--- src/rtl/sao_lcu_ctrl.sv ---
// rtl/sao_lcu_ctrl.sv - SAO LCU load/process sequencer with frame SRAM addressing.
// Optional SAO_FAST_PASS_EN: OFF/BO LCUs use 2 cycles per pixel (phases 1 and 3).
module sao_lcu_ctrl #(
  parameter int FRAME_LOG2   = 7,
  parameter int MAX_LCU_LOG2 = 6
) (
  input  logic                      clk,
  input  logic                      reset,
  input  logic                      in_en,
  input  logic [1:0]                sao_type,
  input  logic                      sao_eo_class,
  input  logic [2:0]                lcu_x,
  input  logic [2:0]                lcu_y,
  input  logic [1:0]                lcu_size,
  output logic                      busy,
  output logic                      finish,
  output logic                      buf_we,
  output logic [2*MAX_LCU_LOG2-1:0] buf_wa,
  output logic [2*MAX_LCU_LOG2-1:0] buf_ra,
  output logic [1:0]                phase,
  output logic                      nb_use,
  output logic                      sram_we,
  output logic [2*FRAME_LOG2-1:0]   sram_a
);
  localparam int AW = 2 * MAX_LCU_LOG2;
  localparam int FW = 2 * FRAME_LOG2;

  typedef enum logic [1:0] {LOAD, PROC, DONE} state_t;
  state_t state, state_n;

  logic [AW-1:0] cnt, pix;
  logic [1:0]    ph, type_q;
  logic          busy_q, cls_q;
  logic [2:0]    lx_q, ly_q, k_q, k_in, lmax;
  logic          accept, lcu_end, frame_last, fast, start_fast;
  logic [AW-1:0] last_in, last_q, nmask, px, py, step, ra_a, ra_b;
  logic          edge_lo, edge_hi, nb;
  logic [FW-1:0] row, col, sa;

  function automatic logic [2:0] size_log2(input logic [1:0] s);
    return (s == 2'd0) ? 3'd4 : (s == 2'd1) ? 3'd5 : 3'd6;
  endfunction

`ifdef SAO_FAST_PASS_EN
  assign fast       = (type_q != 2'd2);
  assign start_fast = (sao_type != 2'd2);
`else
  assign fast       = 1'b0;
  assign start_fast = 1'b0;
`endif

  assign k_in    = size_log2(lcu_size);
  assign last_in = ~({AW{1'b1}} << {k_in, 1'b0});
  assign last_q  = ~({AW{1'b1}} << {k_q, 1'b0});
  assign nmask   = ~({AW{1'b1}} << k_q);
  assign px      = pix & nmask;
  assign py      = pix >> k_q;
  assign step    = sao_eo_class_q_step();
  assign lmax    = 3'((8'd1 << (3'(FRAME_LOG2) - k_q)) - 8'd1);
  assign frame_last = (lx_q == lmax) && (ly_q == lmax);

  function automatic logic [AW-1:0] sao_eo_class_q_step();
    return cls_q ? (nmask + AW'(1)) : AW'(1);
  endfunction

  // Neighbours that fall outside the LCU collapse onto the centre sample.
  assign edge_lo = cls_q ? (py == '0)    : (px == '0);
  assign edge_hi = cls_q ? (py == nmask) : (px == nmask);
  assign ra_a    = edge_lo ? pix : pix - step;
  assign ra_b    = edge_hi ? pix : pix + step;
  assign nb      = (type_q == 2'd2) && !edge_lo && !edge_hi;

  assign row = (FW'(ly_q) << k_q) + FW'(py);
  assign col = (FW'(lx_q) << k_q) + FW'(px);
  assign sa  = (row << FRAME_LOG2) + col;

  assign buf_wa = cnt;
  assign busy   = busy_q;
  assign finish = (state == DONE);
  assign phase  = ph;

  always_comb begin
    state_n = state;
    accept  = 1'b0;
    lcu_end = 1'b0;
    buf_we  = 1'b0;
    buf_ra  = '0;
    sram_we = 1'b0;
    sram_a  = '0;
    nb_use  = 1'b0;
    case (state)
      LOAD: begin
        accept = in_en && !busy_q;
        buf_we = accept;
        if (accept && cnt == last_in) state_n = PROC;
      end
      PROC: begin
        nb_use = nb;
        case (ph)
          2'd0:    buf_ra = ra_a;
          2'd1:    buf_ra = pix;
          2'd2:    buf_ra = ra_b;
          default: begin
            buf_ra  = pix;
            sram_we = 1'b1;
            sram_a  = sa;
          end
        endcase
        if (ph == 2'd3 && pix == last_q) begin
          lcu_end = 1'b1;
          state_n = frame_last ? DONE : LOAD;
        end
      end
      DONE:    state_n = DONE;
      default: state_n = LOAD;
    endcase
  end

  always_ff @(posedge clk) begin
    if (reset) begin
      state  <= LOAD;
      cnt    <= '0;
      pix    <= '0;
      ph     <= 2'd0;
      busy_q <= 1'b0;
      type_q <= 2'd0;
      cls_q  <= 1'b0;
      lx_q   <= 3'd0;
      ly_q   <= 3'd0;
      k_q    <= 3'd4;
    end else begin
      state <= state_n;
      if (accept) begin
        if (cnt == last_in) begin
          cnt    <= '0;
          busy_q <= 1'b1;
          type_q <= sao_type;
          cls_q  <= sao_eo_class;
          lx_q   <= lcu_x;
          ly_q   <= lcu_y;
          k_q    <= k_in;
          pix    <= '0;
          ph     <= start_fast ? 2'd1 : 2'd0;
        end else begin
          cnt <= cnt + AW'(1);
        end
      end
      if (state == PROC) begin
        if (lcu_end) begin
          pix    <= '0;
          ph     <= 2'd0;
          busy_q <= frame_last;
        end else if (ph == 2'd3) begin
          pix <= pix + AW'(1);
          ph  <= fast ? 2'd1 : 2'd0;
        end else if (fast && ph == 2'd1) begin
          ph <= 2'd3;
        end else begin
          ph <= ph + 2'd1;
        end
      end
    end
  end
endmodule

--- config.mk ---
export PLATFORM = sky130hd
export DESIGN_NAME = sao_lcu_ctrl
export DESIGN_NICKNAME = d
export VERILOG_FILES = /design/src/rtl/sao_lcu_ctrl.sv
export SDC_FILE = /design/constraint.sdc
export NUM_CORES = 1
export LEC_CHECK = 0
export ABC_CLOCK_PERIOD_IN_PS = 4950
export CAP_MARGIN = 20
export CORE_ASPECT_RATIO = 1.4
export CORE_MARGIN = 2
export CORE_UTILIZATION = 53
export CTS_BUF_LIST = sky130_fd_sc_hd__clkbuf_8
export CTS_CLUSTER_SIZE = 28
export DETAILED_ROUTE_END_ITERATION = 8
export HOLD_SLACK_MARGIN = 0.15
export PLACE_DENSITY_LB_ADDON = 0.12
export SYNTH_ARGS = -nofsm -noshare
export SYNTH_HDL_FRONTEND = slang
export SYNTH_SLANG_ARGS = --single-unit
--- constraint.sdc ---
create_clock -name clk -period 4.95 [get_ports clk]
set_input_delay 0.99 -clock clk [delete_from_list [all_inputs] [get_ports clk]]
set_output_delay 0.99 -clock clk [all_outputs]
set_load 0.03 [all_outputs]
==> results.md, run 1 <==
* CP max FO at 4
* CTS Buf Count at 5
* Number of global-route vias before repair at 3966
* Seq cells post-synth at 40
* Top post-synthesis cells by area: dfxtp_1, ha_1, nor2_1, mux2i_1, a21oi_1
* WHS at 0.554 ns
* Starting DRT DRC Count at roughly 240
* DIE WIDTH at 77.4 um
* GR Util All Layers at 28.1%
* Ys async rst share at 0%
* CTS tree: yes
* First-pass GRT wire length at 18.9 mm
* Worst VDD drop at 0.000148 V
* Pin count of the biggest net entering global routing at 25
* Reg2reg path depth at 7
* Finished Cell Area at between 4000 and 5000 um2
* Setup violations, final at 0
* GPL Wtd Cong at 0.986
* Rows at 37
* Post-synth top cells: nor2_1, dfxtp_1, nand2_1
* Max-cap viol count at 0
* DP Wirelength at slightly below 9 mm
* Count leader, synth: nor2_1
* Clock slew at reported path FFs at 0.08 ns
* Layout cells sized above 1 at 8.64%
* Routed wire length at 11.4 mm
* Die area at just over 8000 um2
* Minimum clock period at 4.80 ns
* GRT overflow at 0
* CP required at 3.96 ns
* Maximum clock insertion buffer count at 2
* Core area at roughly 7300 um2
* Post-synth EDFFs at 0
* Post-synthesis cell count at 536
* Seq/Total Area, Yosys at between 20% and 30%
* Dpl ws at 0.357 ns
* Synth Net Count at 584
* CP startpoint kind: register
* XOR/XNOR share of the synthesized area at roughly 5.7%
* Highest clock rate at 209 MHz
* Util after Layout at 64.8%
* Status: finished clean
* Synth Area in Adders at 11.0%
* Total number of vias at 4057
* Drt pass-1 iters at 5
* HP Class: reg -> reg
* Mux cell area share after synthesis at a little under a tenth
* Leak pwr at 0.00181 uW
* Clock sinks at 40
* Initial antenna violation count at 0
* Tcrit/Tclk final at between 90% and 100%
* Worst Tran Pin Value at 0.800 ns
* DRC at 0
* Syn_area_per_cell at 7.46 um2
* Hold EP: buf_wa[7]$_SDFFE_PP0P_
* Synth Area in Compound Gates at between 10% and 20%
* Reg2reg end: pix[9]$_SDFF_PP0_
* Ant. Diodes at 0
* Fill cell count at 697
* Crit path kind: reg -> out
* Combinational family with the most area after synthesis: simple AND/OR/NAND/NOR gates
* Max-slew headroom at 46.6%
* Post-synthesis simple-gate area fraction at 30.4%
* Placed Area at 4650 um2
* Vias per cell at ~6
* Hold path depth at 2
* Netlist Area Pre-Place at around 4000 um2
* Fin Setup TNS at 0 ns
* Distinct cell type count after synthesis at 64
* Port Buffers at 58
* Starting density of the core at 54.7%
* Unrepaired setup endpoints after global routing: false
* Worst Slack Setup Final at 0.155 ns
* Hold path startpoint: buf_wa[7]$_SDFFE_PP0P_
* Top-area cell type share of the netlist area at 20.0%
* IO Pins at just under 60
* R2R setup slack at 2.41 ns
* Avg WL per Cell at ~17 um
* Antenna Nets Post-Route at 0
* Pins Over Slew Limit at 0
* Synth-to-Final Area Change at 18.4%
* Dominant cell type by area after synthesis: dfxtp_1
* Clock H-tree levels at 2
* Clock Tree Root: clkbuf_8
* Arrival @ worst endpoint at 3.81 ns
* Most used DFF post-synth: dfxtp_1
* Pwr/cell area at about 120 nW/um2
* Clk_skew at 0.0125 ns
* Crit. End Element: primary output
* Worst flop-to-flop path startpoint: phase[0]$_SDFFE_PP0P_
* Hold buffers post-CTS at 0
* Yosys warnings at 0
* Die height at 107 um
* Clock Latency Late Sink at 0.30 ns
* Layout Nets at 626
* Final Hold Violating Endpoints at 0
[routing by layer]
| layer | vias up | GRT usage (%) | wire [um] |
|---|---|---|---|
| met5 | - | 0 | 0 |
| met2 | 128 | 50.1 | 5780 |
| met3 | 39 | 2.53 | 383 |
| met1 | 1914 | 32.4 | 4690 |
| met4 | 0 | 16.7 | 558 |
| li1 | 1976 | - | - |
[cell families (layout without fill, tap and decap cells)]
kind of cell	Yosys count	in the layout
adders and majority gates	34	34
buffers and inverters	61	104
AOI/OAI and AO/OA	108	108
muxes	33	33
DFF	40	40
xor gates and xnor gates	26	26
and+or+nand+nor	234	234
[repair_timing]
item	in CTS	in global routing
gates resized for setup	1	1
setup endpoints to repair	1	2
buffers inserted	0	0
[placed cells by master (no fill, tap or decap), drive strengths merged, types with 3 or more instances in the layout]
cell	instances
a211oi	3
a21o	3
a21oi	39
a22oi	3
a31oi	11
and2	8
and3	17
buf	18
clkbuf	5
clkdlybuf4s50	56
dfxtp	40
ha	32
inv	24
mux2	6
mux2i	25
nand2	40
nand2b	9
nand3	23
nand3b	5
nand4	3
nor2	69
nor2b	13
nor3	17
nor3b	3
nor4	3
nor4b	4
o211ai	5
o21ai	21
o21bai	4
o22ai	4
or2	3
or3	6
or4b	3
xnor2	14
xor2	12
[how the worst max path moves through the flow]
stage / startpoint / endpoint / slack [ns] / depth (start not counted)
6_report: cls_q$_SDFFE_PP0P_ / buf_ra[11] / 0.15 / 9
5_1_grt: cls_q$_SDFFE_PP0P_ / buf_ra[11] / 0.03 / 10
4_1_cts: cls_q$_SDFFE_PP0P_ / buf_ra[11] / 0.13 / 10
3_5_place_dp: k_q[0]$_SDFFE_PP0P_ / buf_ra[11] / 0.36 / 9
3_3_place_gp: k_q[0]$_SDFFE_PP0P_ / buf_ra[11] / 0.42 / 8
2_1_floorplan: k_q[0]$_SDFFE_PP0P_ / buf_ra[10] / 0.50 / 12
[metrics by stage]
stage,power (uW),std cells
2_1_floorplan,345,536
4_1_cts,572,676
3_3_place_gp,361,668
6_report,567,676
3_5_place_dp,362,668
5_1_grt,589,676
[final cells by class]
| class | instances | area, um2 | share of cell area, % |
|---|---|---|---|
| Clock buffer | 5 | 68.8 | 1.45 |
| Clock inverter | 3 | 16.3 | 0.343 |
| Inverter | 22 | 82.6 | 1.74 |
| Multi-Input combinational cell | 435 | 2950 | 62.3 |
| Tap cell | 97 | 121 | 2.56 |
| Timing Repair Buffer | 74 | 696 | 14.7 |
| Sequential cell | 40 | 802 | 16.9 |
[worst max-delay path: stages, from the launching register on]
cell,delay [ns]
dfxtp_1,0.35
nor2b_1,0.30
nand2b_1,0.16
ha_1,0.37
or4_1,0.56
a21oi_1,0.40
nand4b_1,0.18
mux2_2,0.32
a31oi_1,0.17
clkdlybuf4s50_1,0.70
[sequential cells by signal (all words and copies together), names as in the netlist]
| register | cells |
|---|---|
| buf_wa | 12 |
| pix | 12 |
| lx_q | 3 |
| ly_q | 3 |
| k_q | 2 |
| phase | 2 |
| state | 2 |
| type_q | 2 |
| busy | 1 |
| cls_q | 1 |
[power breakdown]
| group | leakage (uW) | internal (uW) | total, uW | switching (uW) |
|---|---|---|---|---|
| clock network | 0.0000507 | 96.6 | 213 | 116 |
| logic | 0.00144 | 15.5 | 29.6 | 14.1 |
| registers | 0.000323 | 323 | 324 | 1.53 |
| total | 0.00181 | 435 | 567 | 132 |
No activity file was read; power rests on OpenSTA's default activity.
==> run 2: changes to the inputs <==
--- a/config.mk
+++ b/config.mk
@@ -6,7 +6,7 @@
 export NUM_CORES = 1
 export LEC_CHECK = 0
 export ABC_CLOCK_PERIOD_IN_PS = 4950
-export CAP_MARGIN = 20
+export CAP_MARGIN = 10
 export CORE_ASPECT_RATIO = 1.4
 export CORE_MARGIN = 2
 export CORE_UTILIZATION = 53
==> results of run 2 <==
The final DEF is identical to that of run 1; final timing and power are the same.
